[config.mk]
export PLATFORM = sky130hd
export DESIGN_NAME = seq_detect_ctrl_flat
export DESIGN_NICKNAME = d
export VERILOG_FILES = /design/src/rtl/seq_detect_ctrl_if.sv /design/src/rtl/seq_detect_ctrl.sv /design/src/flat_wrapper.sv
export SDC_FILE = /design/constraint.sdc
export NUM_CORES = 1
export LEC_CHECK = 0
export CORE_UTILIZATION = 52
export DETAILED_ROUTE_END_ITERATION = 10
export PLACE_DENSITY = 0.89
export REMOVE_ABC_BUFFERS = 1
export SYNTH_ARGS = -nofsm -noshare
export SYNTH_HDL_FRONTEND = slang
export SYNTH_SLANG_ARGS = --single-unit
[constraint.sdc]
create_clock -name clk -period 2.6 [get_ports clk]
set_input_delay 0.52 -clock clk [delete_from_list [all_inputs] [get_ports clk]]
set_output_delay 0.52 -clock clk [all_outputs]
set_load 0.05 [all_outputs]
[src/rtl/seq_detect_ctrl_if.sv]
`default_nettype none
// ============================================================================
// Module      : seq_detect_ctrl_if
// Description : Command, serial-bit and status bundle for seq_detect_ctrl.
// Revision    : 1.0 - initial release
// ============================================================================
interface seq_detect_ctrl_if #(
    parameter int LEN_W = 8,
    parameter int CNT_W = 4
);
    logic             start;
    logic [3:0]       pattern;
    logic [LEN_W-1:0] frame_len;
    logic             bit_valid;
    logic             bit_in;
    logic             busy;
    logic             match;
    logic [CNT_W-1:0] match_count;
    logic             done;

    modport master (
        output start, pattern, frame_len, bit_valid, bit_in,
        input  busy, match, match_count, done
    );

    modport slave (
        input  start, pattern, frame_len, bit_valid, bit_in,
        output busy, match, match_count, done
    );
endinterface
`default_nettype wire

[src/rtl/seq_detect_ctrl.sv]
`default_nettype none
// ============================================================================
// Module      : seq_detect_ctrl
// Description : Framed programmable 4-bit serial pattern detector with Moore
//               match pulse, saturating match count and end-of-frame pulse.
//               Define SEQ_CTRL_OVERLAP_EN for overlapping detection.
// Revision    : 1.0 - initial release
// ============================================================================
module seq_detect_ctrl #(
    parameter int LEN_W = 8,
    parameter int CNT_W = 4
) (
    input  wire logic         clk,
    input  wire logic         rst,
    seq_detect_ctrl_if.slave  bus
);
    localparam logic [CNT_W-1:0] c_CNT_MAX = {CNT_W{1'b1}};
    localparam logic [2:0]       c_FULL    = 3'd4;

    typedef enum logic [1:0] {
        S_IDLE = 2'd0,
        S_RUN  = 2'd1,
        S_DONE = 2'd2
    } state_t;

    state_t           r_state;
    logic [3:0]       r_pat;
    logic [3:0]       r_hist;
    logic [2:0]       r_fill;
    logic [LEN_W-1:0] r_rem;
    logic             r_match;
    logic [CNT_W-1:0] r_count;

    logic [3:0]       w_hist_n;
    logic [2:0]       w_fill_n;
    logic             w_hit;

    always_comb begin
        w_hist_n = {r_hist[2:0], bus.bit_in};
        w_fill_n = (r_fill == c_FULL) ? c_FULL : r_fill + 3'd1;
        w_hit    = (w_fill_n == c_FULL) && (w_hist_n == r_pat);
    end

    always_ff @(posedge clk) begin
        if (rst) begin
            r_state <= S_IDLE;
            r_pat   <= '0;
            r_hist  <= '0;
            r_fill  <= '0;
            r_rem   <= '0;
            r_match <= 1'b0;
            r_count <= '0;
        end else begin
            case (r_state)
                S_IDLE: begin
                    r_match <= 1'b0;
                    if (bus.start) begin
                        r_pat   <= bus.pattern;
                        r_rem   <= bus.frame_len;
                        r_hist  <= '0;
                        r_fill  <= '0;
                        r_count <= '0;
                        r_state <= (bus.frame_len == '0) ? S_DONE : S_RUN;
                    end
                end
                S_RUN: begin
                    if (bus.bit_valid) begin
                        r_hist  <= w_hist_n;
                        r_fill  <= w_fill_n;
                        r_rem   <= r_rem - LEN_W'(1);
                        r_match <= w_hit;
                        if (w_hit && (r_count != c_CNT_MAX)) begin
                            r_count <= r_count + CNT_W'(1);
                        end
`ifndef SEQ_CTRL_OVERLAP_EN
                        // Non-overlapping: a hit consumes its four bits.
                        if (w_hit) begin
                            r_hist <= '0;
                            r_fill <= '0;
                        end
`endif
                        if (r_rem == LEN_W'(1)) begin
                            r_state <= S_DONE;
                        end
                    end else begin
                        r_match <= 1'b0;
                    end
                end
                S_DONE: begin
                    r_match <= 1'b0;
                    r_state <= S_IDLE;
                end
                default: begin
                    r_match <= 1'b0;
                    r_state <= S_IDLE;
                end
            endcase
        end
    end

    assign bus.busy        = (r_state != S_IDLE);
    assign bus.done        = (r_state == S_DONE);
    assign bus.match       = r_match;
    assign bus.match_count = r_count;

endmodule
`default_nettype wire

[src/flat_wrapper.sv]
// flat-port wrapper written by rule: the top's interface ports become plain ports
module seq_detect_ctrl_flat 
#(
    parameter int LEN_W = 8,
    parameter int CNT_W = 4
)
  (clk, rst, bus_start, bus_pattern, bus_frame_len, bus_bit_valid, bus_bit_in, bus_busy, bus_match, bus_match_count, bus_done);
  seq_detect_ctrl_if #(.LEN_W(LEN_W), .CNT_W(CNT_W)) bus_i ();
  input  wire logic clk;
  input  wire logic rst;
  input wire logic [$bits(bus_i.start)-1:0] bus_start;
  input wire logic [$bits(bus_i.pattern)-1:0] bus_pattern;
  input wire logic [$bits(bus_i.frame_len)-1:0] bus_frame_len;
  input wire logic [$bits(bus_i.bit_valid)-1:0] bus_bit_valid;
  input wire logic [$bits(bus_i.bit_in)-1:0] bus_bit_in;
  output wire logic [$bits(bus_i.busy)-1:0] bus_busy;
  output wire logic [$bits(bus_i.match)-1:0] bus_match;
  output wire logic [$bits(bus_i.match_count)-1:0] bus_match_count;
  output wire logic [$bits(bus_i.done)-1:0] bus_done;
  assign bus_i.start = bus_start;
  assign bus_i.pattern = bus_pattern;
  assign bus_i.frame_len = bus_frame_len;
  assign bus_i.bit_valid = bus_bit_valid;
  assign bus_i.bit_in = bus_bit_in;
  assign bus_busy = bus_i.busy;
  assign bus_match = bus_i.match;
  assign bus_match_count = bus_i.match_count;
  assign bus_done = bus_i.done;
  seq_detect_ctrl #(.LEN_W(LEN_W), .CNT_W(CNT_W)) u_core (.clk(clk), .rst(rst), .bus(bus_i));
endmodule
==> flow_metrics.py <==
metrics = {
    "detailed_routing": {
        "drtIter0Drc": 33,
        "antenna_left": 0,
        "drt-vias-per-instance": 6.160,
        "drc_errors": 0,
        "firstDrtPassIters": 4,
        "post_drt_wl_per_cell_um": 15.03,
        "vias": 1423,
        "wirelength_um": 3471,
    },
    "synth": {
        "async_flop_share_pct": 0,
        "seq_area_frac_synth_pct": 35.15,
        "synth.avg_cell_area_um2": 7.910,
        "synth.distinct_cells": 40,
        "postSynthCellCount": 180,
        "syn_area_mm2": 0.001424,
        "yosys_warnings": 0,
        "synth_top_cell_by_area": "dfxtp_1",
        "synth_edf_count": 0,
        "synth.area.top_cells": "dfxtp_1 (35%), nand2_1 (6.1%), nor2_1 (5.5%), a21oi_1 (4.6%), ha_1 (4.4%)",
        "synthFlopType": "dfxtp_1",
        "synth_top_area_share_pct": 35.15,
        "synth-seq-cells": 25,
    },
    "global_route": {
        "grt_remaining_overflow": 0,
        "track_usage_pct": 26.43,
        "grt_pass1_wl_um": 5644,
        "grt_max_degree": 28,
        "antenna_found_initial": 0,
        "grt_pass1_vias": 1320,
    },
    "placement": {
        "port_buffers": 23,
        "post-place-cells": 227,
        "dp_hpwl_um": 2509,
        "dpl_cell_area_mm2": 0.001687,
        "place_congestion": 0.8680,
    },
    "pwr": {
        "ir_drop_mv": 0.3809,
        "power.leakage_uw": 0.0006179,
        "power.density_mw_per_mm2": 555.9,
    },
    "clock_network": {
        "cts_hold_buf": 0,
        "clkLatencyLatePin_ps": 340,
        "cts_root_buf": "clkbuf_4",
        "cts_tree": "done",
        "numCtsBuffers": 3,
        "clockBufferDepth": 2,
        "h-tree-depth": 1,
        "cts.sinks": 25,
        "cts.clk_slew.worst_paths_ps": 150,
    },
    "worst_setup_path": {
        "ff2ff_path_depth": 5,
        "cp-end-kind": "primary output",
        "arrival_ps": 1890,
        "crit_type": "flip-flop to primary output",
        "cp_num_buf_inv": 1,
        "ff2ff_setup_slack_ps": 480,
        "r2r_start": "u_core.r_fill[0]",
        "cpLargestDelayFamily": "buffers and inverters",
        "slowest_stage": "clkdlybuf4s50_1",
        "cp-startpoint": "u_core.r_state[1]",
        "critPathLaunchType": "flip-flop",
        "crit_end": "bus_done",
        "slowest_delay_ps": 800,
        "worstPathRequired_ps": 2080,
        "critPathMaxFanout": 13,
        "cp.depth": 2,
        "path_cells": "nor2b_1, clkdlybuf4s50_1",
        "r2r-end": "u_core.bus.match_count[1]",
    },
    "timing": {
        "tightest_slew_ps": 511.7,
        "rsz0062_at_grt": "no",
        "max_freq_mhz": 414.8,
        "setup_viol": 0,
        "hold_violations": 0,
        "finalMaxSlewViolations": 0,
        "slew_headroom_pct": 65.57,
        "setup-tns-final_ps": 0,
        "worst_hold_slack_ps": 483.6,
        "skew_ps": 11.15,
        "period_minus_slack_ps": 2411,
        "fin_crit_sh_pct": 92.72,
    },
    "floorplanning": {
        "start_util_pct": 56.45,
        "die_h_um": 54.33,
        "die-width_um": 54.33,
        "core_area_mm2": 0.002522,
        "die_area_mm2": 0.002951,
        "rows": 18,
        "ios": 24,
    },
    "final_layout": {
        "drive_gt1_share_pct": 6.468,
        "fin_area_mm2": 0.001719,
        "fin_nets": 224,
        "diodes": 0,
        "syn2layout_area_growth_pct": 20.74,
        "stdcell_count": 231,
    },
    "worst_hold_path": {
        "holdCritPathClass": "flip-flop to flip-flop",
    },
    "outcome": {
        "status": "finished clean",
    },
    "run": {
        "drv_cap": 0,
    },
}
## flip-flops by register name, indices dropped and copies added (netlist names)
signal,count
u_core.r_state,2
u_core.r_rem,8
u_core.r_hist,3
u_core.bus.match_count,4
u_core.r_pat,4
u_core.r_fill,3
u_core.bus.match,1
## cells in the final DEF, fill, tap and decap left out, types with 2 or more instances in the layout
| cell type | Yosys | final |
|---|---|---|
| o21ai_0 | 4 | 4 |
| nor2b_1 | 2 | 2 |
| ha_1 | 5 | 5 |
| nand2_1 | 23 | 23 |
| a32oi_1 | 3 | 3 |
| dfxtp_1 | 25 | 25 |
| nand3_1 | 2 | 2 |
| o31ai_1 | 2 | 2 |
| a22oi_1 | 4 | 4 |
| nor3_1 | 5 | 5 |
| clkdlybuf4s50_1 | 0 | 22 |
| a31oi_1 | 3 | 3 |
| nand3b_1 | 4 | 4 |
| and2_1 | 2 | 2 |
| buf_4 | 0 | 5 |
| o22ai_1 | 2 | 2 |
| nor4_1 | 4 | 4 |
| nand2b_1 | 3 | 3 |
| or4_1 | 3 | 3 |
| nor2_1 | 21 | 21 |
| or3_1 | 4 | 4 |
| inv_1 | 6 | 6 |
| clkbuf_4 | 0 | 3 |
| o211ai_1 | 3 | 3 |
| xnor2_1 | 4 | 4 |
| a211oi_1 | 6 | 6 |
| nor3b_1 | 2 | 2 |
| o21ai_1 | 2 | 2 |
| a21oi_1 | 13 | 13 |
## stage by stage
step | total power [µW] | util, % | setup slack, ps
6_report | 955.7 | 68.15 | 189.3
5_1_grt | 1013 | 68.15 | 67.85
4_1_cts | 954.6 | 68.06 | 67.84
3_5_place_dp | 772.4 | 66.87 | 177.9
3_3_place_gp | 756.6 | 66.87 | 230.0
2_1_floorplan | 661.1 | - | 611.9
## worst register-to-register path, delay by kind of cell, from the launching register on
kind / cells / cell delay (ps)
muxes: 1 / 340
buffers and inverters: 1 / 70
adders and majority gates: 1 / 310
and+or+nand+nor: 2 / 850
DFF: 1 / 430
## cell usage after synthesis, drive strengths merged (4+ instances only)
cell,count
a211oi,6
dfxtp,25
nand2,23
nand3b,4
nor4,4
inv,6
nor2,21
nor3,5
ha,5
a22oi,4
o21ai,6
a21oi,13
or3,4
xnor2,4
clkbuf,10
## metal layers
| layer | vias up | track usage [%] | share of wire, % |
|---|---|---|---|
| li1 | 695 | - | - |
| met1 | 682 | 33.89 | 45 |
| met2 | 41 | 42.68 | 48 |
| met3 | 5 | 5.278 | 5.0 |
| met4 | 0 | 11.11 | 1.5 |
| met5 | - | 0 | 0 |
## power breakdown
part / internal (µW) / total, µW / switching [µW]
Sequential: 416 / 453 / 36.8
Combinational: 132 / 314 / 182
Clock: 59.0 / 189 / 130
## cells by family after synthesis
kind of cell             Yosys count  synth area share, %
AND/OR/NAND/NOR                   79                28.03
adder cells (fa/ha/maj)            5                4.394
buffers and inverters             17                4.569
flip-flops                        25                35.15
XOR/XNOR                           5                3.075
AO/OA/AOI/OAI                     48                23.99
multiplexers                       1               0.7908
## layout make-up
class	instances	area [µm²]
fill	224	803.3
sequential	25	500.5
multi-input combinational	138	858.3
inverter	6	22.52
tap	30	37.54
clock inverter	1	7.507
clock buffer	3	22.52
timing repair buffer	28	270.3
## how the worst min path moves through the flow
stage / from / endpoint / slack, ps / depth (start not counted)
floorplan: u_core.r_pat[0] / u_core.r_pat[0] / 440 / 2
global placement: u_core.r_pat[3] / u_core.r_pat[3] / 460 / 2
detailed placement: u_core.r_pat[3] / u_core.r_pat[3] / 470 / 2
CTS: u_core.r_pat[3] / u_core.r_pat[3] / 490 / 2
global route: u_core.r_pat[0] / u_core.r_pat[0] / 500 / 2
finish: u_core.r_pat[3] / u_core.r_pat[3] / 480 / 2
## repair_timing
item / CTS / global route
endpoints found under the setup margin: 0 / 1
resized for setup: 0 / 1
buffers inserted: 0 / 0
Power figures use the tool's default switching activity.
==> patch, RTL diff (same settings) <==
Re-encode `state_t` (3 states) as one-hot, 3 bits wide.
--- a/src/rtl/seq_detect_ctrl.sv
+++ b/src/rtl/seq_detect_ctrl.sv
@@ -17,10 +17,10 @@
     localparam logic [CNT_W-1:0] c_CNT_MAX = {CNT_W{1'b1}};
     localparam logic [2:0]       c_FULL    = 3'd4;
 
-    typedef enum logic [1:0] {
-        S_IDLE = 2'd0,
-        S_RUN  = 2'd1,
-        S_DONE = 2'd2
+    typedef enum logic [2:0] {
+        S_IDLE = 3'b001,
+        S_RUN  = 3'b010,
+        S_DONE = 3'b100
     } state_t;
 
     state_t           r_state;
Function: no difference found for any inputs over 10 cycles, from zero or initial values and one cycle with rst high; not proved beyond that.
==> patch against the unedited design <==
Die area rose by 2.9%. Power is 0.97% higher. Design area increased by 1.6%. Critical path depth is 1 higher. Setup slack got worse by 0.0051 ns. Hold slack better by 0.0036 ns. Highest routed layer unchanged. Register-to-register slack gained 0.20 ns. Sequential cell count grew 1. Global-route usage up 1.0 points. Wire length is 4.6% higher. Utilization shrank 0.12 points. Synthesized area increased by 3.0%. Clock power shrank 7%. Cell count is the same.
==> patch: results (changes against the unedited design) <==
* Clk Latency, worst-skew pair at 0.32 ns (was 0.34 ns)
* Global-route wire length before repair at 5.90 mm (was 5.64 mm)
* CP Capture Point: bus_busy (was bus_done)
* Int Power at 615 uW (was 607 uW)
* # fillers at 207 (was 224)
* Final GP Congestion at 0.826 (was 0.868)
* Sequential cell area at 520 um2 (was 500 um2)
* Largest net degree at the start of global routing at 17 (was 28)
* Initial DRC Count at 54 (was 33)
* Clock-cell share of area at 1.29% (was 1.75%)
* Top area cells in the synthesized netlist: dfxtp_1 35%, a21oi_1 6.5%, nand2_1 5.6%, nand3_1 4.4%, ha_1 4.3% (was dfxtp_1 35%, nand2_1 6.1%, nor2_1 5.5%, a21oi_1 4.6%, ha_1 4.4%)
* Post-synthesis sequential area ratio at 35.5% (was 35.1%)
* Synth Area in Adders at 4.27% (was 4.39%)
* Sequential power share at 49.6% (was 47.4%)
* Synth Area in XOR/XNOR at 2.39% (was 3.08%)
* Status: finished, final reports clean (unchanged)
* Complex-gate fraction of the synthesized area at 25.2% (was 24.0%)
* WL met2 at 1.78 mm (was 1.67 mm)
* Fraction of area in multi-input gates at 49.5% (was 49.9%)
* Routed WL at 3.63 mm (was 3.47 mm)
* Wire length per cell at 15.7 um (was 15.0 um)
* Leakage Power at 0.000606 uW (was 0.000618 uW)
* Hold_ws at 0.487 ns (was 0.484 ns)
* Seq_cells at 26 (was 25)
* Met2 Track Usage GR at 47.8% (was 42.7%)
* Power in the clock group at 176 uW (was 189 uW)
* M1 GR Usage at 30.3% (was 33.9%)
* CP Max Fanout at 8 (was 13)
* Met3 Track Usage GR at 8.47% (was 5.28%)
* Least-Margin Pin Slew at 0.579 ns (was 0.512 ns)
* Worst Hold Launch: u_core.r_hist[2] (was u_core.r_pat[3])
* Vias at 1492 (was 1423)
* Layout cells sized above 1 at 6.97% (was 6.47%)
* Layout non-clock buf frac at 15.3% (was 15.7%)
* Peak supply drop at 0.398 mV (was 0.381 mV)
* Multi-input gates at 135 (was 138)
* Post-synthesis mux area share at 0.683% (was 0.791%)
* Met1 wire length at 1.49 mm (was 1.57 mm)
* WHS Endpoint: u_core.r_hist[2] (was u_core.r_pat[3])
* Max stage delay on crit path at 0.71 ns (was 0.80 ns)
* Invs w/o clock at 9 (was 6)
* Synth cell count leaders: 26 x dfxtp_1, 22 x nand2_1, 19 x a21oi_1, 13 x nand3_1, 11 x nor2_1 (was 25 x dfxtp_1, 23 x nand2_1, 21 x nor2_1, 13 x a21oi_1, 10 x clkbuf_1)
-- patch: cell count changes after synthesis, moves of 4 or more --
| cell | unedited run | this run |
|---|---|---|
| buf_2 | 1 | 7 |
| or3_1 | 4 | 0 |
| a21oi_1 | 13 | 19 |
| clkbuf_1 | 10 | 2 |
| a21o_1 | 1 | 6 |
| a22oi_1 | 4 | 0 |
| o2111ai_1 | 0 | 4 |
| nor2_1 | 21 | 11 |
| nand3_1 | 2 | 13 |
-- patch: critical path: cells and delay by family, from the launching register on --
kind                   cells  cell delay [ns]
and+or+nand+nor            1             0.25
buffers and inverters      2             0.82
DFF                        1             0.50
-- patch: metrics by stage --
| stage | setup WS [ns] | area [um2] |
|---|---|---|
| after floorplan | 0.446 | 1420 |
| after global placement | 0.470 | 1720 |
| after detailed placement | 0.358 | 1720 |
| after CTS | 0.187 | 1750 |
| after global routing | 0.0922 | 1750 |
| final | 0.184 | 1750 |
